**src/rtl/door_security_mu.sv**
```systemverilog
`default_nettype none
// ============================================================================
// Module      : door_security_mu
// Description : Multi-user door access controller. It grants timed access on
//               a password match and forces a timed lockout with an alarm
//               after repeated failed attempts.
//               Optional macro DOOR_ALARM_LATCH_EN makes the alarm sticky
//               until reset.
// Revision    : 1.0 - initial release
// ============================================================================
module door_security_mu #(
    parameter int PW_WIDTH       = 12,
    parameter int NUM_USERS      = 2,
    parameter int MAX_TRIES      = 3,
    parameter int ACCESS_CYCLES  = 4,
    parameter int LOCKOUT_CYCLES = 16,
    localparam int UID_W = (NUM_USERS > 1) ? $clog2(NUM_USERS) : 1,
    localparam int CNT_W = $clog2(MAX_TRIES + 1)
) (
    input  logic                          clk,
    input  logic                          reset,
    input  logic [NUM_USERS*PW_WIDTH-1:0] set_password,
    input  logic [PW_WIDTH-1:0]           passin,
    input  logic                          enter,
    output logic                          access,
    output logic [UID_W-1:0]              user_id,
    output logic [CNT_W-1:0]              count,
    output logic                          alram,
    output logic                          locked
);

    localparam int c_tmr_max = (ACCESS_CYCLES > LOCKOUT_CYCLES) ? ACCESS_CYCLES : LOCKOUT_CYCLES;
    localparam int c_tmr_w   = (c_tmr_max > 1) ? $clog2(c_tmr_max) : 1;

    localparam logic [1:0] c_idle    = 2'd0;
    localparam logic [1:0] c_grant   = 2'd1;
    localparam logic [1:0] c_lockout = 2'd2;

    localparam logic [CNT_W-1:0]   c_max_tries = CNT_W'(MAX_TRIES);
    localparam logic [c_tmr_w-1:0] c_acc_load  = c_tmr_w'(ACCESS_CYCLES - 1);
    localparam logic [c_tmr_w-1:0] c_lock_load = c_tmr_w'(LOCKOUT_CYCLES - 1);

    logic [1:0]         r_state;
    logic [c_tmr_w-1:0] r_timer;
    logic               w_match;
    logic [UID_W-1:0]   w_match_id;
    logic [CNT_W-1:0]   w_cnt_inc;

    // Scan from the top slot down so the lowest matching index is the last write.
    // An all-zero slot is treated as disabled.
    always_comb begin
        w_match    = 1'b0;
        w_match_id = '0;
        for (int i = NUM_USERS - 1; i >= 0; i--) begin
            if ((set_password[i*PW_WIDTH +: PW_WIDTH] == passin) &&
                (set_password[i*PW_WIDTH +: PW_WIDTH] != '0)) begin
                w_match    = 1'b1;
                w_match_id = UID_W'(i);
            end
        end
    end

    // Only evaluated in IDLE, where count is always below MAX_TRIES, so no wrap.
    assign w_cnt_inc = count + 1'b1;

    always_ff @(posedge clk or posedge reset) begin
        if (reset) begin
            r_state <= c_idle;
            r_timer <= '0;
            access  <= 1'b0;
            user_id <= '0;
            count   <= '0;
            alram   <= 1'b0;
            locked  <= 1'b0;
        end else begin
            case (r_state)
                c_idle: begin
                    if (enter) begin
                        if (w_match) begin
                            r_state <= c_grant;
                            r_timer <= c_acc_load;
                            access  <= 1'b1;
                            user_id <= w_match_id;
                            count   <= '0;
                        end else if (w_cnt_inc >= c_max_tries) begin
                            r_state <= c_lockout;
                            r_timer <= c_lock_load;
                            count   <= c_max_tries;
                            alram   <= 1'b1;
                            locked  <= 1'b1;
                        end else begin
                            count   <= w_cnt_inc;
                        end
                    end
                end
                c_grant: begin
                    if (r_timer == '0) begin
                        r_state <= c_idle;
                        access  <= 1'b0;
                    end else begin
                        r_timer <= r_timer - 1'b1;
                    end
                end
                c_lockout: begin
                    if (r_timer == '0) begin
                        r_state <= c_idle;
                        locked  <= 1'b0;
                        count   <= '0;
`ifdef DOOR_ALARM_LATCH_EN
                        // Alarm stays latched; only reset clears it.
`else
                        alram   <= 1'b0;
`endif
                    end else begin
                        r_timer <= r_timer - 1'b1;
                    end
                end
                default: begin
                    r_state <= c_idle;
                end
            endcase
        end
    end

endmodule
`default_nettype wire

```
**config.mk**
```make
export PLATFORM = sky130hd
export DESIGN_NAME = door_security_mu
export DESIGN_NICKNAME = d
export VERILOG_FILES = /design/src/rtl/door_security_mu.sv
export SDC_FILE = /design/constraint.sdc
export NUM_CORES = 1
export LEC_CHECK = 0
export BUFFER_PORTS_ARGS = -buffer_cell sky130_fd_sc_hd__clkbuf_2
export CAP_MARGIN = 20
export CORE_UTILIZATION = 48
export CTS_BUF_LIST = sky130_fd_sc_hd__clkbuf_8 sky130_fd_sc_hd__clkbuf_16
export CTS_CLUSTER_DIAMETER = 120
export DETAILED_ROUTE_END_ITERATION = 12
export GPL_ROUTABILITY_DRIVEN = 0
export PLACE_DENSITY = 0.8
export SYNTH_ARGS = -nofsm -noshare
export SYNTH_HDL_FRONTEND = slang
export SYNTH_SLANG_ARGS = --single-unit
export TNS_END_PERCENT = 5
```
**constraint.sdc**
```tcl
create_clock -name clk -period 1.7 [get_ports clk]
set_input_delay 0.51 -clock clk [delete_from_list [all_inputs] [get_ports clk]]
set_output_delay 0.51 -clock clk [all_outputs]
set_load 0.005 [all_outputs]
```
==> results of run 1 <==
final timing paths:
kind | endpoint | cells after the start | slack, ns
setup / recovery | r_state[1]$_DFFE_PP0P_ | 7 | -0.11
hold / removal | r_timer[1]$_DFFE_PP0P_ | 2 | 0.23
setup reg to reg | r_state[1]$_DFFE_PP0P_ | 7 | 0.04
hold reg to reg | count[0]$_DFFE_PP0P_ | 2 | 0.50
max in group asynchronous | user_id$_DFFE_PP0P_ | 2 | 1.16
min in group clk | count[0]$_DFFE_PP0P_ | 2 | 0.50
report_power, final:
group          internal, W  switching [W]  total, W
logic             0.000449       0.000502  0.000951
registers         0.000353      0.0000776  0.000430
clock network     0.000162       0.000125  0.000288
Yosys cell counts (all sizes together):
cell type / count / share of area, %
nor4: 10 / 6.2
o21bai: 1 / 1.7
a32oi: 1 / 0.79
a32o: 1 / 0.91
and2: 1 / 0.57
o21ai: 3 / 1.4
o211ai: 1 / 0.68
nand3: 4 / 1.8
dfrtp: 11 / 25
a21o: 2 / 1.5
inv: 10 / 3.4
a22o: 2 / 1.6
buf: 4 / 2.6
a2bb2oi: 1 / 0.79
o22a: 1 / 0.91
clkbuf: 1 / 0.34
mux2i: 1 / 0.91
o22ai: 1 / 0.57
o2bb2ai: 1 / 0.79
o21a: 2 / 1.4
nand2: 12 / 4.1
nor3: 2 / 0.91
nand4: 3 / 1.7
xor2: 12 / 9.5
and3: 3 / 1.7
a31oi: 1 / 0.57
a211oi: 2 / 2.3
a41o: 1 / 1.9
or4: 1 / 0.68
or2: 1 / 0.57
ha: 5 / 5.7
xnor2: 12 / 9.5
a21oi: 3 / 1.4
nand2b: 1 / 0.57
or3: 1 / 0.57
nor2: 3 / 1.0
o41ai: 3 / 3.7
registers in the layout (all words and copies together) (netlist names):
register and count:
locked 1, r_state 2, access 1, r_timer 4, count 2, user_id 1
repair_timing:
action / 4_1_cts / 5_1_grt
pin swaps: 4 / 10
setup buffers: 2 / 0
endpoints found under the setup margin: 6 / 11
gates resized for setup: 2 / 14
gates cloned: 0 / 1
logic make-up after synthesis:
logic type               share of synthesized area [%]
buffers and inverters                             6.34
AO/OA/AOI/OAI                                     22.8
AND/OR/NAND/NOR                                   20.4
adder cells (fa/ha/maj)                           5.66
multiplexers                                     0.906
XOR/XNOR                                          19.0
flip-flops                                        24.9
layer usage:
layer | vias to the layer above | track usage [%] | part of all wire (%)
met5 | - | 0 | 0
met3 | 9 | 2.78 | 5.2
met1 | 575 | 29.1 | 42
met2 | 53 | 39.9 | 51
met4 | 0 | 10.5 | 1.6
li1 | 566 | - | -
cell type report:
cell class              count  area, sq um  share of cell area, %
inverters                  10         37.5                   2.43
clock buffers               3         41.3                   2.67
well taps                  28         35.0                   2.26
multi-input cells         100          852                   55.1
flip-flops and latches     11          275                   17.8
repair buffers             53          302                   19.5
clock inverters             1         5.00                  0.323
stage by stage:
step                TNS (ns)  power [W]
global route           -1.64    0.00179
CTS                   -0.401    0.00162
global placement       -2.79    0.00128
finish                -0.788    0.00167
floorplan             -0.414    0.00105
detailed placement     -2.92    0.00132
worst max-delay path, delay by kind of cell:
family	cells	cell delay (ns)
AOI/OAI and AO/OA	3	0.58
buffers and inverters	2	0.23
and+or+nand+nor	1	0.45
xor gates and xnor gates	1	0.16
==> results_dict.tcl, run 1 <==
set metrics [dict create \
    hold_violations 0 \
    grt_pass1_wl_mm 4.43 \
    cts_hold_buf 0 \
    clock_path_buffers 2 \
    place_ws_ns -0.371 \
    die_w_microns 50.0 \
    ys_types 42 \
    postLayoutCoreUtil_pct 70.6 \
    timing.max_cap.violations 0 \
    dpl.hpwl_mm 2.29 \
    critPathLaunch "passin[1]" \
    period_minus_slack_ns 1.81 \
    path_max_fanout 5 \
    worstPathRequired_ns 1.84 \
    numPortBuffers 44 \
    final_net_count 223 \
    vias_per_cell 5.84 \
    fin_skew_ns 0.00187 \
    start_util_pct 50.4 \
    grt_pass1_vias 1071 \
    layout_commonest_cell "clkbuf_2" \
    start_kind "input port" \
    antenna_cells 0 \
    drt-total-wl_mm 3.26 \
    setup_slack_ns -0.108 \
    grt_max_degree 12 \
    max_stage_delay_ns 0.45 \
    status "finished with violations" \
    worstPathArrival_ns 1.94 \
    violations "negative setup slack" \
    hold_class "input port to asynchronous set/reset pin" \
    clock_sink_count 11 \
    clock_latency_ns 0.25 \
    final_cells 206 \
    slew_headroom_pct 70.7 \
    max_freq_ghz 0.553 \
    dp.cells 199 \
    syn_nets 169 \
    htreeDepth 1 \
    dr.pass1.iters 5 \
    holdWs_ns 0.233 \
    path_cells "clkbuf_2 -> xor2_1 -> nor4_1 -> a41o_4 -> buf_6 -> a21oi_2 -> a22o_1" \
    ioPinCount 45 \
    rows 17 \
    setup_viol 9 \
    rsz0062_at_grt "yes" \
    clockRootBuffer "clkbuf_8" \
    ant_nets 0 \
    die_h_microns 50.0 \
    yosysWarnings 0 \
    track_usage_pct 23.4 \
    finalMaxSlewViolations 0 \
    layout_common_cells "clkbuf_2, nand2_1, xor2_1" \
    cts_made_buffers 3 \
    ys_seq_elements 11 \
    antenna_found_initial 0 \
    drt_iter0_markers 27 \
    clkTransAtPathRegs_ns 0.06 \
    reg2reg_from "r_state[1]$_DFFE_PP0P_" \
    area_delta_synth_final_pct 40.1 \
    grt_overflow 0 \
    place_area_sq_um 1390 \
    worst_slew_pin_slew_ns 0.428 \
    end_kind "flip-flop" \
    power.leakage_nw 0.719 \
    fin_area_sq_um 1550 \
    worst-setup-path-type "input port to flip-flop" \
    num_vias 1203 \
    core-area_sq_um 2190 \
    powerDensity_nw_per_um2 1080 \
    die_area_sq_um 2500 \
    drive_gt1_share_pct 44.9 \
    nFillCells 163 \
    vdd.ir_drop.worst_v 0.000968 \
    ys_seq_area_share_pct 24.9 \
    critPathSlowestCell "nor4_1" \
    fin_crit_sh_pct 106 \
    avgSynthCellArea_sq_um 8.84 \
    wl_per_cell_microns 15.8 \
    cts_tree "done" \
    synth_area_sq_um 1100 \
    drc_errors 0 \
    synth_cells 125 \
]
Power figures use the tool's default switching activity.
==> run 2, diff against run 1 <==
Settings changed: CORE_UTILIZATION 48 to 43, CTS_CLUSTER_DIAMETER 120 to default, PLACE_DENSITY 0.8 to 0.75.
Clock period 1.7 ns to 1.5 ns, I/O delays scaled along.
==> results_dict.tcl, run 2 (same netlist as run 1, synthesis figures left out) <==
set metrics [dict create \
    drive_gt1_share_pct 54.1 \
    dpl.hpwl_mm 2.66 \
    worst-setup-path-type "input port to flip-flop" \
    top_register "r_timer" \
    status "finished with violations" \
    max_stage_delay_ns 0.38 \
    max_freq_ghz 0.508 \
    grt_max_degree 12 \
    reg2reg_from "r_timer[0]$_DFFE_PP0P_" \
    die_h_microns 52.7 \
    vias_per_cell 6.08 \
    track_usage_pct 26.8 \
    worst_slew_pin_slew_ns 0.454 \
    clock_sink_count 11 \
    grt_pass1_wl_mm 5.27 \
    hold_violations 0 \
    fin_skew_ns 0.00311 \
    critPathSlowestCell "nor4_4" \
    power.leakage_nw 0.881 \
    area_delta_synth_final_pct 69.4 \
    period_minus_slack_ns 1.97 \
    clock_latency_ns 0.25 \
    largest_reg_flops 4 \
    drc_errors 0 \
    powerDensity_nw_per_um2 1170 \
    fin_area_sq_um 1870 \
    grt_pass1_vias 1172 \
    path_cells "buf_4 -> xnor2_2 -> nand4_1 -> nor4_4 -> a41o_4 -> buf_6 -> o21bai_4 -> o41ai_2" \
    setup_slack_ns -0.470 \
    end_kind "flip-flop" \
    worstReg2RegEnd "r_state[1]$_DFFE_PP0P_" \
    switchingPower_w 0.000926 \
    slew_headroom_pct 69.7 \
    fin_crit_sh_pct 131 \
    drt-total-wl_mm 4.70 \
    clkPwrFrac_pct 14.2 \
    drt_iter0_markers 91 \
    sequentialPowerShare_pct 22.5 \
    setup_viol 11 \
    dr.pass1.iters 4 \
    start_kind "input port" \
    final_net_count 241 \
    layout_commonest_cell "clkbuf_2" \
    nFillCells 154 \
    rrSetupSlack_ns -0.15 \
    rr_worst_depth 6 \
    worstPathRequired_ns 1.65 \
    violations "negative setup slack" \
    cts_made_buffers 3 \
    clkTransAtPathRegs_ns 0.05 \
    p_total_w 0.00219 \
    switching_share_pct 42.2 \
    hold_class "input port to asynchronous set/reset pin" \
    internal_power_w 0.00127 \
    antenna_found_initial 0 \
    vdd.ir_drop.worst_v 0.000889 \
    wl_per_cell_microns 20.8 \
    finalMaxSlewViolations 0 \
    postLayoutCoreUtil_pct 76.2 \
    path_max_fanout 6 \
    cts_tree "done" \
    comb_power_share_pct 63.3 \
    numPortBuffers 44 \
    die_area_sq_um 2780 \
    core-area_sq_um 2450 \
    rows 18 \
    ant_nets 0 \
    timing.max_cap.violations 0 \
    num_vias 1375 \
    clockRootBuffer "clkbuf_8" \
    antenna_cells 0 \
    layout_common_cells "clkbuf_2, buf_4, nand2_1, buf_6" \
    reg_top3 "r_timer x4, count x2, r_state x2" \
    grt_overflow 0 \
    place_area_sq_um 1520 \
    die_w_microns 52.7 \
    worstPathArrival_ns 2.12 \
    start_util_pct 45.0 \
    ioPinCount 45 \
    clock_path_buffers 2 \
    rsz0062_at_grt "yes" \
    htreeDepth 1 \
]
-- run 2: changes by cell type in the layout (fill, tap and decap cells not counted), sizes merged --
cell | previous run | this run
buf | 10 | 39
clkbuf | 46 | 36
a41o | 2 | 1
clkinv | 1 | 0
inv | 10 | 11
-- run 2: critical path, delay by kind of cell --
family	cells	cell delay (ns)
AO/OA/AOI/OAI	3	0.60
AND/OR/NAND/NOR	2	0.58
buffers and inverters	2	0.28
XOR/XNOR	1	0.20
-- run 2: metrics by stage --
stage               setup TNS [ns]  hold WS, ns  setup WS [ns]  instances
finish                       -3.71        0.176         -0.470        226
global route                 -5.02        0.220         -0.579        226
CTS                          -1.87        0.202         -0.227        223
detailed placement           -5.66        0.463         -0.588        219
global placement             -4.74        0.447         -0.479        219
floorplan                    -1.94        0.302         -0.200        125
-- run 2: worst max path at each step --
stage,start,to,slack (ns)
3_3_place_gp,passin[2],r_timer[3]$_DFFE_PP0P_,-0.48
6_report,set_password[6],r_timer[3]$_DFFE_PP0P_,-0.47
4_1_cts,set_password[7],count[0]$_DFFE_PP0P_,-0.23
5_1_grt,set_password[6],r_timer[3]$_DFFE_PP0P_,-0.58
3_5_place_dp,set_password[7],count[0]$_DFFE_PP0P_,-0.59
2_1_floorplan,set_password[5],access$_DFFE_PP0P_,-0.20
-- run 2: metal layers --
| layer | vias up | wire (microns) | track usage, % |
|---|---|---|---|
| li1 | 602 | - | - |
| met1 | 660 | 1690 | 33.3 |
| met2 | 82 | 2430 | 44.5 |
| met3 | 31 | 283 | 6.67 |
| met4 | 0 | 290 | 9.21 |
| met5 | - | 0 | 0 |
-- run 2: timing repair --
action / CTS / global route
hold buffers: 0 / 0
buffers inserted: 0 / 3
gates resized for setup: 9 / 51
endpoints found under the setup margin: 11 / 11
pin swaps: 4 / 24
hold endpoints to repair: 0 / 0
-- run 2: final cells by class --
type	count	area (sq um)	area share, %
Sequential cell	11	275	14.7
Tap cell	30	37.5	2.01
Multi-Input combinational cell	99	960	51.3
Clock buffer	3	41.3	2.21
Clock inverter	1	3.75	0.201
Inverter	10	37.5	2.01
Timing Repair Buffer	72	517	27.6
-- run 2: power groups by stage --
| stage | Combinational [W] | Clock, W | Sequential, W |
|---|---|---|---|
| floorplan | 0.000715 | 0 | 0.000478 |
| global placement | 0.00112 | 0 | 0.000478 |
| detailed placement | 0.00116 | 0 | 0.000485 |
| CTS | 0.00120 | 0.000307 | 0.000481 |
| global route | 0.00150 | 0.000334 | 0.000502 |
| finish | 0.00139 | 0.000311 | 0.000492 |
==> run 3, diff against run 2 <==
Settings changed: CORE_MARGIN from default to 2, CORE_UTILIZATION 43 to 52, PLACE_DENSITY 0.75 to 0.85.
Clock period 1.5 ns to 2.3 ns, I/O delays scaled along.
==> results_dict.tcl, run 3 (same netlist as run 1, synthesis figures left out) <==
set metrics [dict create \
    status "completed" \
    wl_met3_microns 185 \
    dp.cells 191 \
    clockRootBuffer "clkbuf_8" \
    clock_latency_ns 0.25 \
    timing.max_cap.violations 0 \
    cts_tree "done" \
    critPathCapture "r_timer[3]$_DFFE_PP0P_" \
    setup_viol 0 \
    rrSetupSlack_ns 0.39 \
    die_h_microns 50.1 \
    sequentialPowerShare_pct 27.9 \
    nFillCells 153 \
    critPathSlowestCell "nor4_2" \
    slew_headroom_pct 69.7 \
    max_freq_ghz 0.497 \
    worst-path-stages 7 \
    largest_reg_flops 4 \
    antenna_cells 0 \
    critPathLaunch "passin[11]" \
    cts_setup_buffers 0 \
    power.leakage_nw 0.644 \
    reg2reg_from "r_state[1]$_DFFE_PP0P_" \
    hold_class "input port to asynchronous set/reset pin" \
    fin_crit_sh_pct 87.5 \
    num_vias 1140 \
    cts.repair.resized 0 \
    hold_violations 0 \
    drt-total-wl_mm 3.12 \
    path_max_fanout 14 \
    layout_common_cells "clkbuf_2, nand2_1, xor2_1, xnor2_1" \
    core-area_sq_um 1980 \
    clkPwrFrac_pct 17.5 \
    drc_errors 0 \
    switching_share_pct 42.8 \
    antenna_found_initial 0 \
    wl_met2_mm 1.64 \
    fin_tns_setup_ns 0 \
    drt-met1-wl_mm 1.20 \
    place_ws_ns 0.00908 \
    p_total_w 0.00115 \
    path_cells "clkbuf_2 -> xnor2_1 -> nand4_1 -> nor4_2 -> a41o_4 -> o21bai_4 -> o41ai_2" \
    worstPathRequired_ns 2.45 \
    cp.buffers_inverters 1 \
    postLayoutCoreUtil_pct 69.2 \
    comb_power_share_pct 54.6 \
    dpl.hpwl_mm 2.55 \
    worstPathArrival_ns 2.16 \
    ioPinCount 45 \
    layout_commonest_cell "clkbuf_2" \
    internal_power_w 0.000658 \
    die_w_microns 50.1 \
    track_usage_pct 26.9 \
    die_area_sq_um 2510 \
    crit_family "compound AO/OA/AOI/OAI gates" \
    grt_overflow 0 \
    drive_gt1_share_pct 33.9 \
    clock_path_buffers 2 \
    grt_pass1_vias 1171 \
    grt_max_degree 15 \
    rsz0062_at_grt "no" \
    clkTransAtPathRegs_ns 0.05 \
    fin_skew_ns 0.00141 \
    vias_per_cell 5.85 \
    worstReg2RegEnd "r_timer[3]$_DFFE_PP0P_" \
    vdd.ir_drop.worst_v 0.000633 \
    cts_made_buffers 3 \
    start_kind "input port" \
    final_net_count 213 \
    numPortBuffers 44 \
    end_kind "flip-flop" \
    powerDensity_nw_per_um2 838 \
    regArea_sq_um 275 \
    period_minus_slack_ns 2.01 \
    rows 16 \
    drt_iter0_markers 28 \
    rr_worst_depth 5 \
    top_register "r_timer" \
    finalMaxSlewViolations 0 \
    dr.pass1.iters 6 \
    highest_layer "met4" \
    htreeDepth 1 \
    multi_input_area_sq_um 759 \
    switchingPower_w 0.000492 \
    setup_slack_ns 0.287 \
    grt_pass1_wl_mm 5.08 \
    reg_top3 "r_timer x4, count x2, r_state x2" \
    area_delta_synth_final_pct 24.1 \
    final_cells 195 \
    worst-setup-path-type "input port to flip-flop" \
    ant_nets 0 \
    worst_slew_pin_slew_ns 0.441 \
    clock_sink_count 11 \
    max_stage_delay_ns 0.38 \
    start_util_pct 55.7 \
    wl_per_cell_microns 16.0 \
    cts_hold_buf 0 \
]
run 3: cell count changes in the layout (fill, tap and decap cells not counted), moves of 2 or more:
| cell | change |
|---|---|
| xnor2_2 | -9 |
| buf_4 | -25 |
| nor4_4 | -4 |
| nor4_2 | -2 |
| buf_6 | -12 |
| xnor2_1 | +10 |
| nor4_1 | +6 |
| clkbuf_2 | +12 |
run 3: cell type report:
class                           instances  share of cell area [%]
Clock buffer                            3                    3.01
Timing Repair Buffer                   44                    16.1
Inverter                               10                    2.74
Tap cell                               27                    2.46
Multi-Input combinational cell         99                    55.4
Sequential cell                        11                    20.1
Clock inverter                          1                   0.274
run 3: worst min path at each step:
stage | endpoint | slack, ns | cells after the start | start
2_1_floorplan | r_timer[2]$_DFFE_PP0P_ | 0.46 | 1 | r_timer[2]$_DFFE_PP0P_
3_3_place_gp | count[0]$_DFFE_PP0P_ | 0.50 | 2 | count[0]$_DFFE_PP0P_
3_5_place_dp | count[0]$_DFFE_PP0P_ | 0.51 | 2 | count[0]$_DFFE_PP0P_
4_1_cts | locked$_DFFE_PP0P_ | 0.43 | 2 | reset
5_1_grt | user_id$_DFFE_PP0P_ | 0.47 | 2 | reset
6_report | locked$_DFFE_PP0P_ | 0.42 | 2 | reset
run 3: power groups by stage:
stage          registers (W)  logic (W)  clock network, W
6_report            0.000321   0.000628          0.000201
5_1_grt             0.000328   0.000693          0.000212
4_1_cts             0.000320   0.000624          0.000203
3_5_place_dp        0.000323   0.000618                 0
3_3_place_gp        0.000318   0.000589                 0
2_1_floorplan       0.000310   0.000457                 0
run 3: routing by layer:
layer	global-route usage [%]	up-vias
li1	-	542
met1	28.0	529
met2	50.9	56
met3	4.55	13
met4	13.4	0
met5	0	-
run 3: per-stage QoR:
| step | hold slack, ns | cell area [sq um] |
|---|---|---|
| after global routing | 0.473 | 1370 |
| final | 0.416 | 1370 |
| after CTS | 0.433 | 1370 |
| after global placement | 0.501 | 1330 |
| after floorplan | 0.463 | 1100 |
| after detailed placement | 0.510 | 1330 |
